<file path="src/rtl/bit_alloc_pool_pkg.sv">
// bit_alloc_pool_pkg: constants shared by the free-list allocator.
package bit_alloc_pool_pkg;
   localparam int BIT_ALLOC_MAX_CH = 8;
endpackage

</file>
<file path="src/rtl/bit_alloc_pool_find.sv">
// bit_find_nth_bit: one-hot N-th set bit of a mask,
// counted from bit 0 or, with FROM_TOP, from the MSB.
module bit_find_nth_bit #(
   parameter int WIDTH    = 32,
   parameter int N        = 0,
   parameter bit FROM_TOP = 1'b0
) (
   input  logic [WIDTH-1:0] mask_i,
   output logic [WIDTH-1:0] onehot_o,
   output logic             found_o
);
   always_comb begin
      int seen;
      int idx;
      onehot_o = '0;
      found_o  = 1'b0;
      seen     = 0;
      idx      = 0;
      for (int i = 0; i < WIDTH; i++) begin
         idx = FROM_TOP ? (WIDTH - 1 - i) : i;
         if (mask_i[idx]) begin
            if (seen == N) begin
               onehot_o[idx] = 1'b1;
               found_o       = 1'b1;
            end
            seen = seen + 1;
         end
      end
   end
endmodule

</file>
<file path="src/rtl/bit_alloc_pool.sv">
// bit_alloc_pool: registered free-list allocator, NALLOC grants per cycle.
// Define BIT_ALLOC_POOL_CHECK_EN to add the sticky dblFree output.
module bit_alloc_pool
   import bit_alloc_pool_pkg::*;
#(
   parameter int               WIDTH     = 32,
   parameter int               NALLOC    = 4,
   parameter logic [WIDTH-1:0] INIT_FREE = {WIDTH{1'b1}},
   localparam int              CW        = $clog2(WIDTH + 1)
) (
   input  logic                    clk,
   input  logic                    rst,
   input  logic                    clkEn,
   input  logic [NALLOC-1:0]       needed,
   output logic [NALLOC*WIDTH-1:0] bitsOut,
   output logic                    doStall,
   input  logic [WIDTH-1:0]        freeBits,
   output logic [WIDTH-1:0]        freeMask,
   output logic [CW-1:0]           freeCount,
   output logic                    empty
`ifdef BIT_ALLOC_POOL_CHECK_EN
   ,
   output logic                    dblFree
`endif
);
   if (NALLOC < 1 || NALLOC > BIT_ALLOC_MAX_CH) begin : g_bad_nalloc
      $error("bit_alloc_pool: NALLOC out of range");
   end

   function automatic logic [CW-1:0] popcnt(input logic [WIDTH-1:0] m);
      popcnt = '0;
      for (int i = 0; i < WIDTH; i++) begin
         popcnt = popcnt + CW'(m[i]);
      end
   endfunction

   logic [WIDTH-1:0]  mask_q;
   logic [WIDTH-1:0]  mask_d;
   logic [CW-1:0]     cnt_q;
   logic [CW-1:0]     cnt_d;
   logic              empty_q;
   logic [WIDTH-1:0]  pick [NALLOC];
   logic [NALLOC-1:0] found;
   logic [WIDTH-1:0]  grant_or;
   logic              go;
   int                req_top;

   always_comb begin
      req_top = 0;
      for (int i = 0; i < NALLOC; i++) begin
         if (needed[i]) req_top = i + 1;
      end
   end

   // Stall covers the highest requested channel so slot mapping holds.
   assign doStall = clkEn & (int'(cnt_q) < req_top);
   assign go      = clkEn & ~doStall;

   for (genvar k = 0; k < NALLOC; k++) begin : g_ch
      bit_find_nth_bit #(
         .WIDTH   (WIDTH),
         .N       (k / 2),
         .FROM_TOP(k % 2 == 1)
      ) u_find (
         .mask_i  (mask_q),
         .onehot_o(pick[k]),
         .found_o (found[k])
      );
      assign bitsOut[k*WIDTH +: WIDTH] =
         pick[k] & {WIDTH{go & needed[k] & found[k]}};
   end

   always_comb begin
      grant_or = '0;
      for (int k = 0; k < NALLOC; k++) begin
         grant_or = grant_or | bitsOut[k*WIDTH +: WIDTH];
      end
   end

   assign mask_d = (mask_q & ~grant_or) | freeBits;
   assign cnt_d  = popcnt(mask_d);

   always_ff @(posedge clk) begin
      if (rst) begin
         mask_q  <= INIT_FREE;
         cnt_q   <= popcnt(INIT_FREE);
         empty_q <= (popcnt(INIT_FREE) == '0);
      end else begin
         mask_q  <= mask_d;
         cnt_q   <= cnt_d;
         empty_q <= (cnt_d == '0);
      end
   end

   assign freeMask  = mask_q;
   assign freeCount = cnt_q;
   assign empty     = empty_q;

`ifdef BIT_ALLOC_POOL_CHECK_EN
   logic dbl_q;
   logic dbl_hit;

   assign dbl_hit = |(freeBits & (mask_q | grant_or));

   always_ff @(posedge clk) begin
      if (rst) begin
         dbl_q <= 1'b0;
      end else if (dbl_hit) begin
         dbl_q <= 1'b1;
      end
   end

`ifndef SYNTHESIS
   always_ff @(posedge clk) begin
      if (!rst && dbl_hit && !dbl_q) begin
         $display("bit_alloc_pool: double free %h", freeBits);
      end
   end
`endif

   assign dblFree = dbl_q;
`endif
endmodule
</file>
<file path="config.mk">
export PLATFORM = sky130hd
export DESIGN_NAME = bit_alloc_pool
export DESIGN_NICKNAME = d
export VERILOG_FILES = /design/src/rtl/bit_alloc_pool_pkg.sv /design/src/rtl/bit_alloc_pool_find.sv /design/src/rtl/bit_alloc_pool.sv
export SDC_FILE = /design/constraint.sdc
export NUM_CORES = 1
export LEC_CHECK = 0
export CAP_MARGIN = 20
export CORE_AREA = 10 10 188 190
export CTS_BUF_LIST = sky130_fd_sc_hd__clkbuf_2 sky130_fd_sc_hd__clkbuf_4 sky130_fd_sc_hd__clkbuf_8
export DETAILED_ROUTE_END_ITERATION = 10
export DIE_AREA = 0 0 198 200
export PLACE_DENSITY_LB_ADDON = 0.15
export SYNTH_ARGS = -nofsm -noshare
export SYNTH_HDL_FRONTEND = slang
export SYNTH_SLANG_ARGS = --single-unit
</file>
<file path="constraint.sdc">
create_clock -name clk -period 28.3 [get_ports clk]
set_clock_uncertainty 0.05 [all_clocks]
set_input_delay 5.66 -clock clk [delete_from_list [all_inputs] [get_ports clk]]
set_output_delay 5.66 -clock clk [all_outputs]
set_load 0.005 [all_outputs]
</file>
# Word level (Yosys, flattened, before mapping)
# Cells that the tools add are included.
word_totals:
  ff_bits: 39
  latch_bits: 0
  ramBits: 0
  rom_bits: 0
  inputBits: 39
  out_inout_bits: 168
  wordCells: 801
  n_memories: 0
op_classes:
  add_sub_neg: 91
  mul: 0
  n_div: 0
  order_cmp: 1
  n_eq_ne: 62
  shift: 0
  muxes: 560
  n_bitwise: 21
  reduce_logical: 63
op_table:
  columns: ["op", "n"]
  rows:
  - ["$logic_not 32->1", 62]
  - ["$mux 32", 62]
  - ["$eq 32x2->1 const B", 60]
  - ["$add 32x2->32 const B", 58]
  - ["$mux 1", 497]
  - ["$add 6x1->6", 26]
  - ["$and 32x32->32", 4]
  - ["$or 32x32->32", 4]
  - ["$and 31x32->32", 1]
  - ["$lt 7x32->1", 1]
  - ["$not 32->32", 1]
  - ["$and 1x1->1", 10]
  - ["$add 5x1->6", 1]
  - ["$logic_not 6->1", 1]
  - ["$add 4x1->5", 1]
  - ["$add 1x1->2 const B", 2]
  - ["$add 3x1->4", 1]
  - ["$add 2x1->3", 1]
  - ["$add 1x1->2", 1]
  - ["$eq 1x1->1 const B", 2]
  - ["$mux 2", 1]
  - ["$not 1->1", 1]

# Longest topological paths before layout
depth:
  ltp_word: 104
  ltp_mapped: 132
  mapped_depth_nobuf: 130

# Cells and area by module
# A second synthesis with hierarchy kept.
unflattened:
  cells_unflattened: 4219
  hier_area_um2: 30679.4
by_module_without_submodules:
  columns: ["module", "n_inst", "cells_each", "area_each_um2", "seq_area_each_um2"]
  rows:
  - ["bit_find_nth_bit (g_ch[3].u_find)", 1, 924, 6884.1, 0.0]
  - ["bit_find_nth_bit (g_ch[0].u_find)", 1, 937, 6668.9, 0.0]
  - ["bit_find_nth_bit (g_ch[2].u_find)", 1, 917, 6556.3, 0.0]
  - ["bit_find_nth_bit (g_ch[1].u_find)", 1, 885, 6279.8, 0.0]
  - ["bit_alloc_pool", 1, 556, 4290.4, 780.7]

# Least setup slack after synthesis
# Ideal clock, no wire load.
synth_path:
  path_type: "register to output"
  start: "register mask_q[1] (netlist: freeMask[1])"
  end: "output port bitsOut[4]"
  arrival_ps: 19175
  t_required_ps: 22590
  slack_ps: 3415
  path_stages_with_launch: 109
  path_buffers: 1
  cell_sequence: "dfxtp_1 -> inv_1 -> ha_1 -> xnor2_4 -> ha_1 -> nor2b_1 -> a21oi_2 -> inv_2 -> ha_1 -> and2_1 -> or2_2 -> ha_1 -> inv_1 -> a32oi_1 -> nand2_1 -> inv_2 -> ha_1 -> nand2_1 -> [73 not listed] -> o21ai_0 -> ha_1 -> mux2i_1 -> inv_1 -> ha_1 -> nand2_1 -> o21ai_0 -> inv_1 -> or4_1 -> or3_1 -> mux2i_1 -> nand4_1 -> or4_4 -> nand2_2 -> a31oi_4 -> buf_2 -> a21o_1 -> inv_1"
synth_via:
  elab_chain_cells: 64
  elab_cells_between_ends: 154
  classes_between: "add/sub (29); mux (93); bitwise (2); reduce/logical (30)"
synth_lines:
  columns: ["element", "line", "text"]
  rows:
  - ["start: declaration", "bit_alloc_pool.sv:37", "logic [WIDTH-1:0] mask_q;"]
  - ["start signal: assignment", "bit_alloc_pool.sv:89", "mask_q <= mask_d;"]
  - ["$mux 32", "bit_alloc_pool_find.sv:21", "if (mask_i[idx]) begin"]
  - ["$add 32x2->32 or $logic_not 32->1 (tied branches)", "bit_alloc_pool_find.sv:26, bit_alloc_pool_find.sv:22", null]
  - ["$mux 32 or $mux 1 (tied branches)", "bit_alloc_pool_find.sv:21, bit_alloc_pool_find.sv:22", null]
  - ["$add 32x2->32, or another cell as far along", "bit_alloc_pool_find.sv:26", "seen = seen + 1;"]
  - ["$mux 32 or $mux 1 (tied branches)", "bit_alloc_pool_find.sv:21, bit_alloc_pool_find.sv:22", null]
  - ["$add 32x2->32, or another cell as far along", "bit_alloc_pool_find.sv:26", null]
  - ["$mux 32 or $mux 1 (tied branches)", "bit_alloc_pool_find.sv:21, bit_alloc_pool_find.sv:22", null]
  - ["$add 32x2->32, or another cell as far along", "bit_alloc_pool_find.sv:26", null]
  - ["[48 not listed]", null, null]
  - ["$mux 32 or $mux 1 (tied branches)", "bit_alloc_pool_find.sv:21, bit_alloc_pool_find.sv:22", null]
  - ["$add 32x2->32, or another cell as far along", "bit_alloc_pool_find.sv:26", null]
  - ["$mux 32 or $mux 1 (tied branches)", "bit_alloc_pool_find.sv:21, bit_alloc_pool_find.sv:22", null]
  - ["$logic_not 32->1 or $mux 1 (tied branches)", "bit_alloc_pool_find.sv:22, bit_alloc_pool_find.sv:21", null]
  - ["$mux 1", "bit_alloc_pool_find.sv:22", "if (seen == N) begin"]
  - ["$mux 1", "bit_alloc_pool_find.sv:21", null]
  - ["$and 1x1->1", "bit_alloc_pool.sv:70", "pick[k] & {WIDTH{go & needed[k] & found[k]}};"]
  - ["$and 32x32->32 *", "bit_alloc_pool.sv:70", null]
  - ["end: declaration", "bit_alloc_pool.sv:15", "output logic [NALLOC*WIDTH-1:0] bitsOut,"]
# Mark *: on every way between the ends. The rest lies on a longest branch, timed or not.

# Worst setup path after layout
layout_path:
  start: "register mask_q[0] (netlist: freeMask[0])"
  end: "output port bitsOut[4]"
layout_via:
  elab_chain_cells: 66
  elab_cells_between_ends: 159
  classes_between: "add/sub (30); mux (96); bitwise (2); reduce/logical (31)"
layout_lines:
  columns: ["element", "line"]
  rows:
  - ["$mux 1", "bit_alloc_pool_find.sv:21"]
  - ["$add 1x1->2 or $logic_not 32->1 (tied branches)", "bit_alloc_pool_find.sv:26, bit_alloc_pool_find.sv:22"]
  - ["$mux 32 or $mux 1 (tied branches)", "bit_alloc_pool_find.sv:21, bit_alloc_pool_find.sv:22"]
  - ["$add 32x2->32, or another cell as far along", "bit_alloc_pool_find.sv:26"]
  - ["$mux 32 or $mux 1 (tied branches)", "bit_alloc_pool_find.sv:21, bit_alloc_pool_find.sv:22"]
  - ["$add 32x2->32, or another cell as far along", "bit_alloc_pool_find.sv:26"]
  - ["$mux 32 or $mux 1 (tied branches)", "bit_alloc_pool_find.sv:21, bit_alloc_pool_find.sv:22"]
  - ["$add 32x2->32, or another cell as far along", "bit_alloc_pool_find.sv:26"]
  - ["[50 not listed]", null]
  - ["$mux 32 or $mux 1 (tied branches)", "bit_alloc_pool_find.sv:21, bit_alloc_pool_find.sv:22"]
  - ["$add 32x2->32, or another cell as far along", "bit_alloc_pool_find.sv:26"]
  - ["$mux 32 or $mux 1 (tied branches)", "bit_alloc_pool_find.sv:21, bit_alloc_pool_find.sv:22"]
  - ["$logic_not 32->1 or $mux 1 (tied branches)", "bit_alloc_pool_find.sv:22, bit_alloc_pool_find.sv:21"]
  - ["$mux 1", "bit_alloc_pool_find.sv:22"]
  - ["$mux 1", "bit_alloc_pool_find.sv:21"]
  - ["$and 1x1->1", "bit_alloc_pool.sv:70"]
  - ["$and 32x32->32 *", "bit_alloc_pool.sv:70"]
# Marks and branches as above.

==> reports/qor.csv <==
metric;value;unit
status;finished clean;
DRC;0;
Most used DFF post-synth;dfxtp_1;
final antenna-violating net count;0;
Post-Syn Instances;2612;
Worst EP required;22590;ps
compound-cell area share of the yosys netlist;0.199;
vias;20615;
CP endpoint kind;primary output;
Area contributors post-synth;ha_1 12%, xnor2_1 7.7%, nand2_1 5.5%;
Worst Hold Depth;1;
Final Max Slew Viols;0;
Die ar.;39600;µm²
FF-to-FF End;empty;
Yosys Warn Count;0;
GRT Total Usage;0.335;
final worst path period share;0.965;
setup tns final;0;ps
min-delay src;freeMask[31];
Buffers on Ports;204;
Vias/cell;6.49;
peak fanout along the critical path;8;
clock latency at the later pin of the worst-skew pair;370;ps
final WL;69.7;mm
Post-Synth Simple-Gate Area;0.301;
xor/xnor share of the synthesized area;0.207;
clk root buf;clkbuf_8;
first-pass GRT wire length;107;mm
GPL Wtd Cong;1.04;
CP max stage cell;or4_4;
slowest stage delay, CP;520;ps
# rows;65;
Yosys top cell by area;ha_1;
Layout Cells excl Fill;3174;
Hold WC Path Type;flip-flop to flip-flop;
clk slew on worst S/H paths;110;ps
critical path startpoint category;flip-flop;
final setup fails;0;
fraction of layout cells with a size suffix above 1;0.104;
IO Pins;207;
fmax;36.6;MHz
worst reg2reg path depth;127;
number of CTS-inserted buffers;5;
clock net sink count;39;
total gr overflow;0;
worst hold endpoint;freeMask[31];
EDFF count, synth;0;
pin count of the biggest net entering global routing;45;
syn_area_per_cell;7.30;µm²
Yosys cell types;125;
R2R Setup Slk;2680;ps
final hold vios;0;
cell repeated most along the worst path;ha_1;
placed cells;3147;
vias in the first global route;19479;
Yosys reg bits;39;
Initial Util;0.607;
max cap viols;0;
Core Region;31400;µm²
CTS H-tree depth;2;
largest family of logic cells by synthesized area;simple AND/OR/NAND/NOR gates;
crit path kind;flip-flop to primary output;
min Tclk post-route;27300;ps
fin area;22000;µm²
width of the die;198;µm
slew at the pin closest to its max-slew limit;1080;ps
HPWL after detailed placement;56.6;mm
hold buffers post-CTS;0;
post-synthesis instance area;19100;µm²
net count of the finished layout;3016;
CTS tree;done;
Synth Area in Adders;0.146;
DR pass1 iterations;8;
DR WL/cell;21.9;µm
FFs w/ async S/R, synth;0;
die span in y;200;µm
Seq/Total Area, Yosys;0.0410;
top cell type's share of synthesized area;0.120;
Post-DP Area;21400;µm²
r2r startpoint;freeMask[0];
initial antenna violation count;0;
number of DRC markers in iteration 0;1889;
Layout area overhead;15.7;%
CTS Buffer Depth;2;
Slew HR;0.281;
CP arrival;21590;ps
multiplexer share of the synthesized area;0.0387;
Core Util, Final;0.702;
placed cells by master (no fill, tap or decap), drive strengths merged, types with 45 or more instances in the layout:
master         count
xnor2            201
nand3            104
nand2            282
o21ai            104
clkdlybuf4s50    202
a21oi             97
xor2              73
nor3              87
nor2             265
nand4             70
mux2i             51
ha               183
inv              226
and3              45
per-layer routing:
layer,vias up,wire length [µm],GRT usage
met4,0,2990,0.138
li1,9643,-,-
met1,9850,27800,0.413
met3,188,5420,0.0390
met2,934,33500,0.580
met5,-,0,0
registers in the layout, indices dropped and copies added (netlist names):
register,count
freeMask,32
empty,1
freeCount,6
cell usage after synthesis, types with 17 or more instances:
cell type	count
nand2_1	280
nor2_1	263
inv_1	217
ha_1	183
xnor2_1	168
nand3_1	103
o21ai_0	90
a21oi_1	85
nor3_1	85
nand4_1	69
xor2_1	66
clkbuf_1	61
mux2i_1	50
and3_1	44
dfxtp_1	39
nand2b_1	36
and2_1	35
xnor3_1	33
or3_1	31
nor2b_1	27
xnor2_2	27
fa_1	24
o31ai_1	24
or2_2	24
nor3b_1	23
a31oi_1	22
nor4_1	22
a21o_1	20
mux2_2	19
buf_2	17
metrics by stage:
step | hold WS (ps) | worst slack (ps)
5_1_grt | 587 | -105
6_report | 540 | 1000
4_1_cts | 614 | 57.4
3_5_place_dp | 581 | 87.2
2_1_floorplan | 532 | 3420
3_3_place_gp | 569 | 938
what timing repair did:
item                                    in CTS  in global routing
buffers inserted                             2                 13
pin swaps                                    1                 11
endpoints found under the setup margin      23                 94
gates resized for setup                      2                109
cloned                                       0                  1
worst max-delay path by stage:
stage	start	end	slack, ps	cells after the start
global route	freeMask[0]	bitsOut[4]	-110	109
detailed placement	freeMask[1]	bitsOut[14]	90	109
floorplan	freeMask[1]	bitsOut[4]	3420	108
global placement	freeMask[1]	bitsOut[12]	940	108
CTS	freeMask[1]	bitsOut[14]	60	109
finish	freeMask[0]	bitsOut[4]	1000	109
layout make-up:
| class | count | area (µm²) |
|---|---|---|
| inverters | 227 | 852 |
| flip-flops and latches | 39 | 786 |
| well taps | 402 | 503 |
| fillers | 2696 | 9350 |
| clock inverters | 2 | 12.5 |
| repair buffers | 245 | 2400 |
| diodes | 1 | 2.50 |
| clock buffers | 6 | 76.3 |
| multi-input cells | 2252 | 17400 |
worst max-delay path, delay by kind of cell (launching register included):
| family | cells | cell delay (ps) |
|---|---|---|
| flops | 1 | 330 |
| compound gates | 26 | 4050 |
| xor+xnor | 1 | 240 |
| simple gates | 36 | 5650 |
| fa+ha+maj | 28 | 8210 |
| buf+inv | 13 | 1730 |
| mux | 5 | 1020 |
logic make-up after synthesis:
logic type,count (synthesis)
simple gates,1129
compound gates,518
xor+xnor,325
buf+inv,322
fa+ha+maj,208
mux,70
flops,39
other cells,1
Power is not shown: default switching activity piles up to over one toggle a cycle in this logic, so the estimate is an artifact.
